$ cat config.mk
export PLATFORM = sky130hd
export DESIGN_NAME = axi_llc_arcane_lock_req
export DESIGN_NICKNAME = d
export VERILOG_FILES = /design/src/rtl/axi_llc_arcane_pkg.sv /design/src/rtl/axi_llc_arcane_lock_req.sv
export SDC_FILE = /design/constraint.sdc
export NUM_CORES = 1
export LEC_CHECK = 0
export CORE_UTILIZATION = 50
export DETAILED_ROUTE_END_ITERATION = 8
export DONT_BUFFER_PORTS = 1
export PLACE_DENSITY = 0.68
export SETUP_SLACK_MARGIN = 0.15
export SYNTH_ARGS = -nofsm -noshare
export SYNTH_HDL_FRONTEND = slang
export SYNTH_SLANG_ARGS = --single-unit
$ cat constraint.sdc
create_clock -name clk_i -period 1.8 [get_ports clk_i]
set_clock_uncertainty 0.15 [all_clocks]
set_input_delay 0.36 -clock clk_i [delete_from_list [all_inputs] [get_ports clk_i]]
set_output_delay 0.36 -clock clk_i [all_outputs]
set_load 0.01 [all_outputs]
$ cat src/rtl/axi_llc_arcane_pkg.sv
// Shared types and constants for the ARCANE lock request path.
package axi_llc_arcane_pkg;

   typedef enum logic [1:0] {
      IDLE       = 2'd0,
      WAIT_FLUSH = 2'd1,
      REQ        = 2'd2,
      ERR        = 2'd3
   } lock_req_state_e;

   localparam int unsigned DefaultLockTimeout = 1024;

endpackage

$ cat src/rtl/axi_llc_arcane_lock_req.sv
// eCPU lock/unlock write front-end: filters redundant writes, defers behind flush,
// issues req to the lock FSM, owns the architectural lock bit and a timeout error.
module axi_llc_arcane_lock_req
   import axi_llc_arcane_pkg::*;
#(
   parameter int unsigned TimeoutCycles = DefaultLockTimeout
) (
   input  logic clk_i,
   input  logic rst_ni,
   input  logic lock_wr_valid_i,
   input  logic lock_wr_value_i,
   output logic lock_wr_ready_o,
   input  logic flush_busy_i,
   output logic ecpu_lock_o,
   output logic ecpu_lock_req_o,
   input  logic ready_lock_i,
   output logic lock_done_o,
   output logic lock_pending_o,
   output logic lock_err_o,
   input  logic lock_err_clr_i
);

   // Width kept at least 1 so the counter stays legal when the timeout is disabled.
   localparam int unsigned CntWidth = (TimeoutCycles > 0) ? $clog2(TimeoutCycles + 1) : 1;
   localparam logic [CntWidth-1:0] CntLast =
      (TimeoutCycles > 0) ? CntWidth'(TimeoutCycles - 1) : '0;
   localparam logic [CntWidth-1:0] CntMax = '1;

   lock_req_state_e     state_q;
   logic                target_q;
   logic                lock_q;
   logic                req_q;
   logic                done_q;
   logic                err_q;
   logic [CntWidth-1:0] cnt_q;

   always_ff @(posedge clk_i or negedge rst_ni) begin
      if (!rst_ni) begin
         state_q  <= IDLE;
         target_q <= 1'b0;
         lock_q   <= 1'b0;
         req_q    <= 1'b0;
         done_q   <= 1'b0;
         err_q    <= 1'b0;
         cnt_q    <= '0;
      end else begin
         done_q <= 1'b0;
         unique case (state_q)
            IDLE: begin
               if (lock_wr_valid_i) begin
                  if (lock_wr_value_i == lock_q) begin
                     done_q <= 1'b1;
                  end else begin
                     target_q <= lock_wr_value_i;
                     cnt_q    <= '0;
                     if (flush_busy_i) begin
                        state_q <= WAIT_FLUSH;
                     end else begin
                        state_q <= REQ;
                        req_q   <= 1'b1;
                     end
                  end
               end
            end
            WAIT_FLUSH: begin
               if (!flush_busy_i) begin
                  state_q <= REQ;
                  req_q   <= 1'b1;
               end
            end
            REQ: begin
               // A grant on the final timeout cycle takes priority over the error.
               if (ready_lock_i) begin
                  lock_q  <= target_q;
                  req_q   <= 1'b0;
                  done_q  <= 1'b1;
                  cnt_q   <= '0;
                  state_q <= IDLE;
               end else if ((TimeoutCycles > 0) && (cnt_q == CntLast)) begin
                  req_q   <= 1'b0;
                  err_q   <= 1'b1;
                  state_q <= ERR;
               end else if (cnt_q != CntMax) begin
                  cnt_q <= cnt_q + 1'b1;
               end
            end
            ERR: begin
               if (lock_err_clr_i) begin
                  err_q   <= 1'b0;
                  cnt_q   <= '0;
                  state_q <= IDLE;
               end
            end
            default: state_q <= IDLE;
         endcase
      end
   end

   assign lock_wr_ready_o = (state_q == IDLE);
   assign lock_pending_o  = (state_q == WAIT_FLUSH) || (state_q == REQ);
   assign ecpu_lock_o     = lock_q;
   assign ecpu_lock_req_o = req_q;
   assign lock_done_o     = done_q;
   assign lock_err_o      = err_q;

endmodule

==> results.toml <==
[yosys]
muxShareOfSynthArea_pct = 5.04
synth.cell_area_sq_um = 1040
seq_area_frac_synth_pct = 43.2
avgSynthCellArea_sq_um = 9.65
synth_compound_area_share_pct = 21.1
syn_nets = 120
synth_top_cell_by_area = "dfrtp_1"
netlist.area_leader.share_pct = 43.2
synth_warnings = 0
synth_adder_area_share_pct = 6.00
yosys-top-cells-area = "dfrtp_1 (43%), ha_1 (6.0%), o31ai_1 (5.8%), o21ai_0 (5.3%), nand2_1 (3.6%)"
synth_cells = 108
yosys.area_share.simple_pct = 21.6
synth_top_family_by_area = "simple AND/OR/NAND/NOR gates"
synth-xor-area-share_pct = 0.840
ys_types = 34
synth_seq_cells = 18

[cts]
cts_buffers = 3
cts_root_buffer = "clkbuf_4"
cts_buffer_depth = 2
cts_tree = "built"
clk_latency_ns = 0.30
cts_sinks = 18
clkTransAtPathRegs_ns = 0.10
htree_levels = 1

[worst_setup_path]
worstRegToRegCells = 6
crit_path_cell_trace = "buf_4 > buf_4 > ha_2 > a21oi_1 > o211a_1 > mux2_4"
r2r_start = "state_q[0]"
path_buf_inv = 2
cpMaxStageDelayCell = "dfrtp_2"
crit_type = "flip-flop to flip-flop"
critPathRequiredTime_ns = 1.83
cpPeakStageDelay_ns = 0.46
arrival_ns = 1.90
r2r_slack_ns = -0.07
cp_common_cell = "buf_4"
start_kind = "flip-flop"
r2r_end = "state_q[0]"
cp-end-kind = "flip-flop"
cp-startpoint = "state_q[0]"
crit_family = "flip-flops"
crit_fanout = 3

[routing]
ant_nets = 0
drtIter0Drc = 33
vias_per_cell = 5.98
avgRoutedWirePerCell_um = 16.1
vias = 1004
drt_first_pass_iters = 5
drc = 0
wirelength_um = 2700

[grt]
grt.overflow.total = 0
antenna_found_initial = 0
grt_pass1_wl_um = 4180
gr-usage-all-layers_pct = 26.1
grt_pass1_vias = 964
grt_max_degree = 19

[final_layout]
fin_area_sq_um = 1540
final_cell_mix = "buf_4 (23), dfrtp_1 (16), nand2_1 (10), o21ai_0 (9), buf_6 (8)"
final_nets = 154
antenna_cells = 0
final_common_cell = "buf_4"
drive_gt1_share_pct = 45.4
syn_to_final_growth_pct = 47.7
postLayoutCoreUtil_pct = 78.4

[worst_hold_path]
min_from = "lock_wr_valid_i"
holdPathStages = 2
worstHoldPathType = "primary input to flip-flop"
hold_end = "lock_done_o"

[sta]
fin_ws_ns = -0.0691
fmax_mhz = 535
hold_viol = 0
setup_viol = 3
rsz0062_at_grt = "yes"
drv_slew = 0
worst_pin_slew_ns = 0.809
max-slew-margin-rel_pct = 45.9
fin_crit_ns = 1.87
finalCritPeriodShare_pct = 104

[outcome]
failed_checks = "negative setup slack"
outcome = "complete, but fails checks"

[floorplan]
io_pins = 13
core_sq_um = 1960
die_x_um = 47.7
initial_core_util_pct = 53.1
die_area_sq_um = 2270
rows = 16
die_h_um = 47.7

[placement]
place.gp.congestion = 0.836
dp_hpwl_um = 1770
dpl_cell_area_sq_um = 1320
io_buffers = 0

[power_and_ir_drop]
power.density_nw_per_um2 = 1420
leakage_nw = 0.670
worst_ir_drop_vdd_mv = 1.24

[run]
maxCapViolations = 0
-- synthesized netlist by cell type --
library cell	instances
a21bo_2	1
a21oi_1	4
a22o_1	1
a31oi_1	1
and2_1	3
and3_1	1
and4_1	2
buf_4	1
clkbuf_1	2
dfrtp_1	18
ha_1	5
inv_1	2
mux2_2	2
mux2i_1	3
nand2_1	10
nand2_2	1
nand2b_1	3
nand3_1	5
nand4_1	2
nand4_2	1
nor2_1	5
nor2b_1	2
nor3_1	2
o211a_1	1
o211ai_1	1
o21ai_0	11
o21bai_1	1
o2bb2ai_1	1
o311ai_0	1
o31ai_1	8
o41ai_1	2
or3_1	1
or4_1	3
xor2_1	1
-- final cells by class --
class,count,area [sq um]
Tap cell,27,33.8
Sequential cell,18,453
Inverter,2,10.0
Clock buffer,4,36.3
Multi-Input combinational cell,85,733
Timing Repair Buffer,32,273
Fill cell,137,423
-- where the power goes --
group | internal, mW | leakage (nW) | switching (mW)
Sequential | 0.489 | 0.234 | 0.0844
Clock | 0.123 | 0.0210 | 0.130
Combinational | 0.704 | 0.415 | 0.651
-- per-layer routing --
layer | wire [um] | track usage [%] | vias up
met5 | 0 | 0 | -
met4 | 74 | 7.22 | 0
met3 | 127 | 6.42 | 13
met2 | 1380 | 45.2 | 33
met1 | 1120 | 32.3 | 484
li1 | - | - | 474
-- per-stage QoR --
step	TNS (ns)	instances	hold slack (ns)	setup slack, ns	total power, mW
4_1_cts	0	167	0.0690	0.00943	2.06
3_3_place_gp	-0.0333	157	-0.0852	-0.0235	1.60
3_5_place_dp	-0.143	157	-0.0852	-0.0553	1.62
6_report	-0.0915	168	0.0749	-0.0691	2.18
2_1_floorplan	-0.0327	108	-0.0856	-0.0319	1.24
5_1_grt	-1.01	168	0.0845	-0.108	2.31
-- worst max-delay path by stage --
stage / to / slack, ns / cells past startpoint
finish: state_q[0] / -0.07 / 6
global route: state_q[0] / -0.11 / 6
CTS: lock_err_o / 0.009 / 7
detailed placement: cnt_q[4] / -0.06 / 6
global placement: cnt_q[7] / -0.02 / 6
floorplan: cnt_q[7] / -0.03 / 6
-- cells by family after synthesis --
family | Yosys count
buffers and inverters | 5
muxes | 5
adders and majority gates | 5
DFF | 18
xor gates and xnor gates | 1
AOI/OAI and AO/OA | 33
and+or+nand+nor | 41
-- sequential cells by signal (all words and copies together), names as in the netlist --
register	count
state_q	2
lock_err_o	1
ecpu_lock_req_o	1
cnt_q	11
target_q	1
ecpu_lock_o	1
lock_done_o	1
-- what timing repair did --
item	in CTS	in global routing
setup buffers	5	1
hold buffers	1	0
pin swaps	14	3
endpoints found under the hold margin	18	0
setup endpoints to repair	14	15
resized for setup	18	13
(Power assumes the default switching activity.)
==> RTL change, RTL diff (config.mk and constraints unchanged) <==
Change the package constant `DefaultLockTimeout` from 1024 to 512.
--- a/src/rtl/axi_llc_arcane_pkg.sv
+++ b/src/rtl/axi_llc_arcane_pkg.sv
@@ -10,3 +10,3 @@
 
-   localparam int unsigned DefaultLockTimeout = 1024;
+   localparam int unsigned DefaultLockTimeout = 512;
 
Behaviour: same outputs for any inputs over 10 cycles, from zero or initial values and one cycle with rst_ni low; that may be too few to reach the edited logic, so the function may still have changed.
==> RTL change against the original RTL <==
Critical path depth unchanged. Cell area fell by 5.1%. Sequential share of layout area down 0.21 points. Via count increased by 7.2%. Power fell by 2.7%. Die area up 8.2%. Sequential cell count is 1 lower. Area after synthesis is 8.5% higher. First-iteration DRC count increased by 140%. Non-clock buffer count shrank 13. Worst setup slack gained 130 ps. Routed wire length increased by 9.6%. Largest power group unchanged.
==> RTL change: results (changes against the original RTL) <==
INFO  metric drt_first_pass_iters = 4 (-1)
INFO  metric synth_compound_gate_area_share = 27.10% (+6.0 points)
INFO  metric timing.critical_path.arrival = 1810 ps (-90 ps)
INFO  metric drt_wl_total = 2960 microns (+9.6%)
INFO  metric critPathMaxFanout = 5 (+2)
INFO  metric final_layout_size_suffix_gt1_share = 37.96% (-7.4 points)
INFO  metric max-vdd-ir-drop = 1.298 mV (+4.2%)
INFO  metric synth.area.mux_share = 0.9956% (-4.0 points)
INFO  metric worstSetupPathType = reg -> reg
INFO  metric place_hpwl = 1867 microns (+5.6%)
INFO  metric fraction_of_the_mapped_netlist_area_in_adder_cells = 5.531% (-0.47 points)
INFO  metric final.period_utilization = 96.81% (-7.0 points)
INFO  metric ys_types = 45 (+32%)
INFO  metric leakagePower = 0.6254 nW (-6.6%)
INFO  metric dr_total_vias = 1076 (+7.2%)
INFO  metric post_synth_xor_area_fraction = 1.438% (+0.60 points)
INFO  metric mostFrequentLayoutCell = dfrtp_1
INFO  metric syn-num-nets = 129 (+7.5%)
INFO  metric drt_iter0_drc = 80 (+140%)
INFO  metric largest_register_ffs = 10 (-1)
INFO  metric place_worst_setup_slack = -48.11 ps (+7.168 ps)
INFO  metric via_count_of_the_first_global_routing_pass = 999 (+3.6%)
INFO  metric placement.cell_area = 1241 sq um (-5.6%)
INFO  metric cp_slowest_stage_delay = 430 ps (-30 ps)
INFO  metric synth_area_per_cell = 9.667 sq um (+0.18%)
INFO  metric top_flop_regs = cnt_q (10), state_q (2)
INFO  metric sequential_fraction_of_the_synthesis_area = 37.61% (-5.6 points)
INFO  metric setup.reg_to_reg.worst_slack = 60 ps (+130 ps)
INFO  metric rr_endpoint = cnt_q[9]
INFO  metric synth_commonest_cells = dfrtp_1 (17), nand2_1 (11), a31oi_1 (10)
INFO  metric outcome = complete, no violations
INFO  metric tightest_slew = 772.3 ps (-36.49 ps)
INFO  metric async_flop_share = 100.0% (unchanged)
INFO  metric worst_path_max_delay_cell = dfrtp_1
INFO  metric worst_path_dominant_cell_family = compound AO/OA/AOI/OAI gates
INFO  metric synthTopCellsByArea = dfrtp_1 (38%), a31oi_1 (5.5%), ha_1 (5.5%)
INFO  metric place_congestion = 0.9353 (+12%)
INFO  metric placed_cells_incl_taps = 147 (-6.4%)
[RTL change: cell count changes in the layout (fill, tap and decap cells not counted), moves of 4 or more]
cell	before	now
buf_6	8	3
inv_1	0	4
a31oi_1	1	9
buf_4	23	15
o21ai_0	9	2
[RTL change: routing by layer]
metal / GRT usage [%] / up-vias / wire length (microns)
met5: 0 / - / 0
met1: 34.37 / 504 / 1304
met3: 5.864 / 8 / 240
met2: 38.74 / 61 / 1356
met4: 10.48 / 0 / 59
li1: - / 503 / -
[RTL change: final cells by class]
class | count | area [sq um] | area share, %
inverters | 6 | 22.52 | 1.542
clock inverters | 1 | 5.005 | 0.3428
repair buffers | 19 | 156.4 | 10.71
clock buffers | 3 | 22.52 | 1.542
multi-input cells | 91 | 793.3 | 54.33
flip-flops and latches | 17 | 426.7 | 29.22
well taps | 27 | 33.78 | 2.314
[RTL change: repair_timing]
action                                 in CTS  in global routing
hold buffers                                1                  0
gates cloned                                0                  0
endpoints found under the hold margin      17                  0
pin swaps                                   6                  8
resized for setup                          10                 11
buffers inserted                           11                  1
setup endpoints to repair                  16                 16
[RTL change: worst min path at each step]
stage | depth (start not counted) | end | startpoint | slack [ps]
after floorplan | 0 | cnt_q[0] | rst_ni | -90
final | 2 | lock_done_o | ready_lock_i | 30
after CTS | 2 | lock_done_o | lock_wr_valid_i | 30
after global routing | 2 | lock_done_o | ready_lock_i | 20
after global placement | 0 | target_q | rst_ni | -90
after detailed placement | 0 | target_q | rst_ni | -90
[RTL change: report_power, final]
part           internal (W)  switching (W)  leakage (nW)
clock             0.0000826       0.000131        0.0177
sequential         0.000468       0.000105         0.221
combinational      0.000662       0.000675         0.387
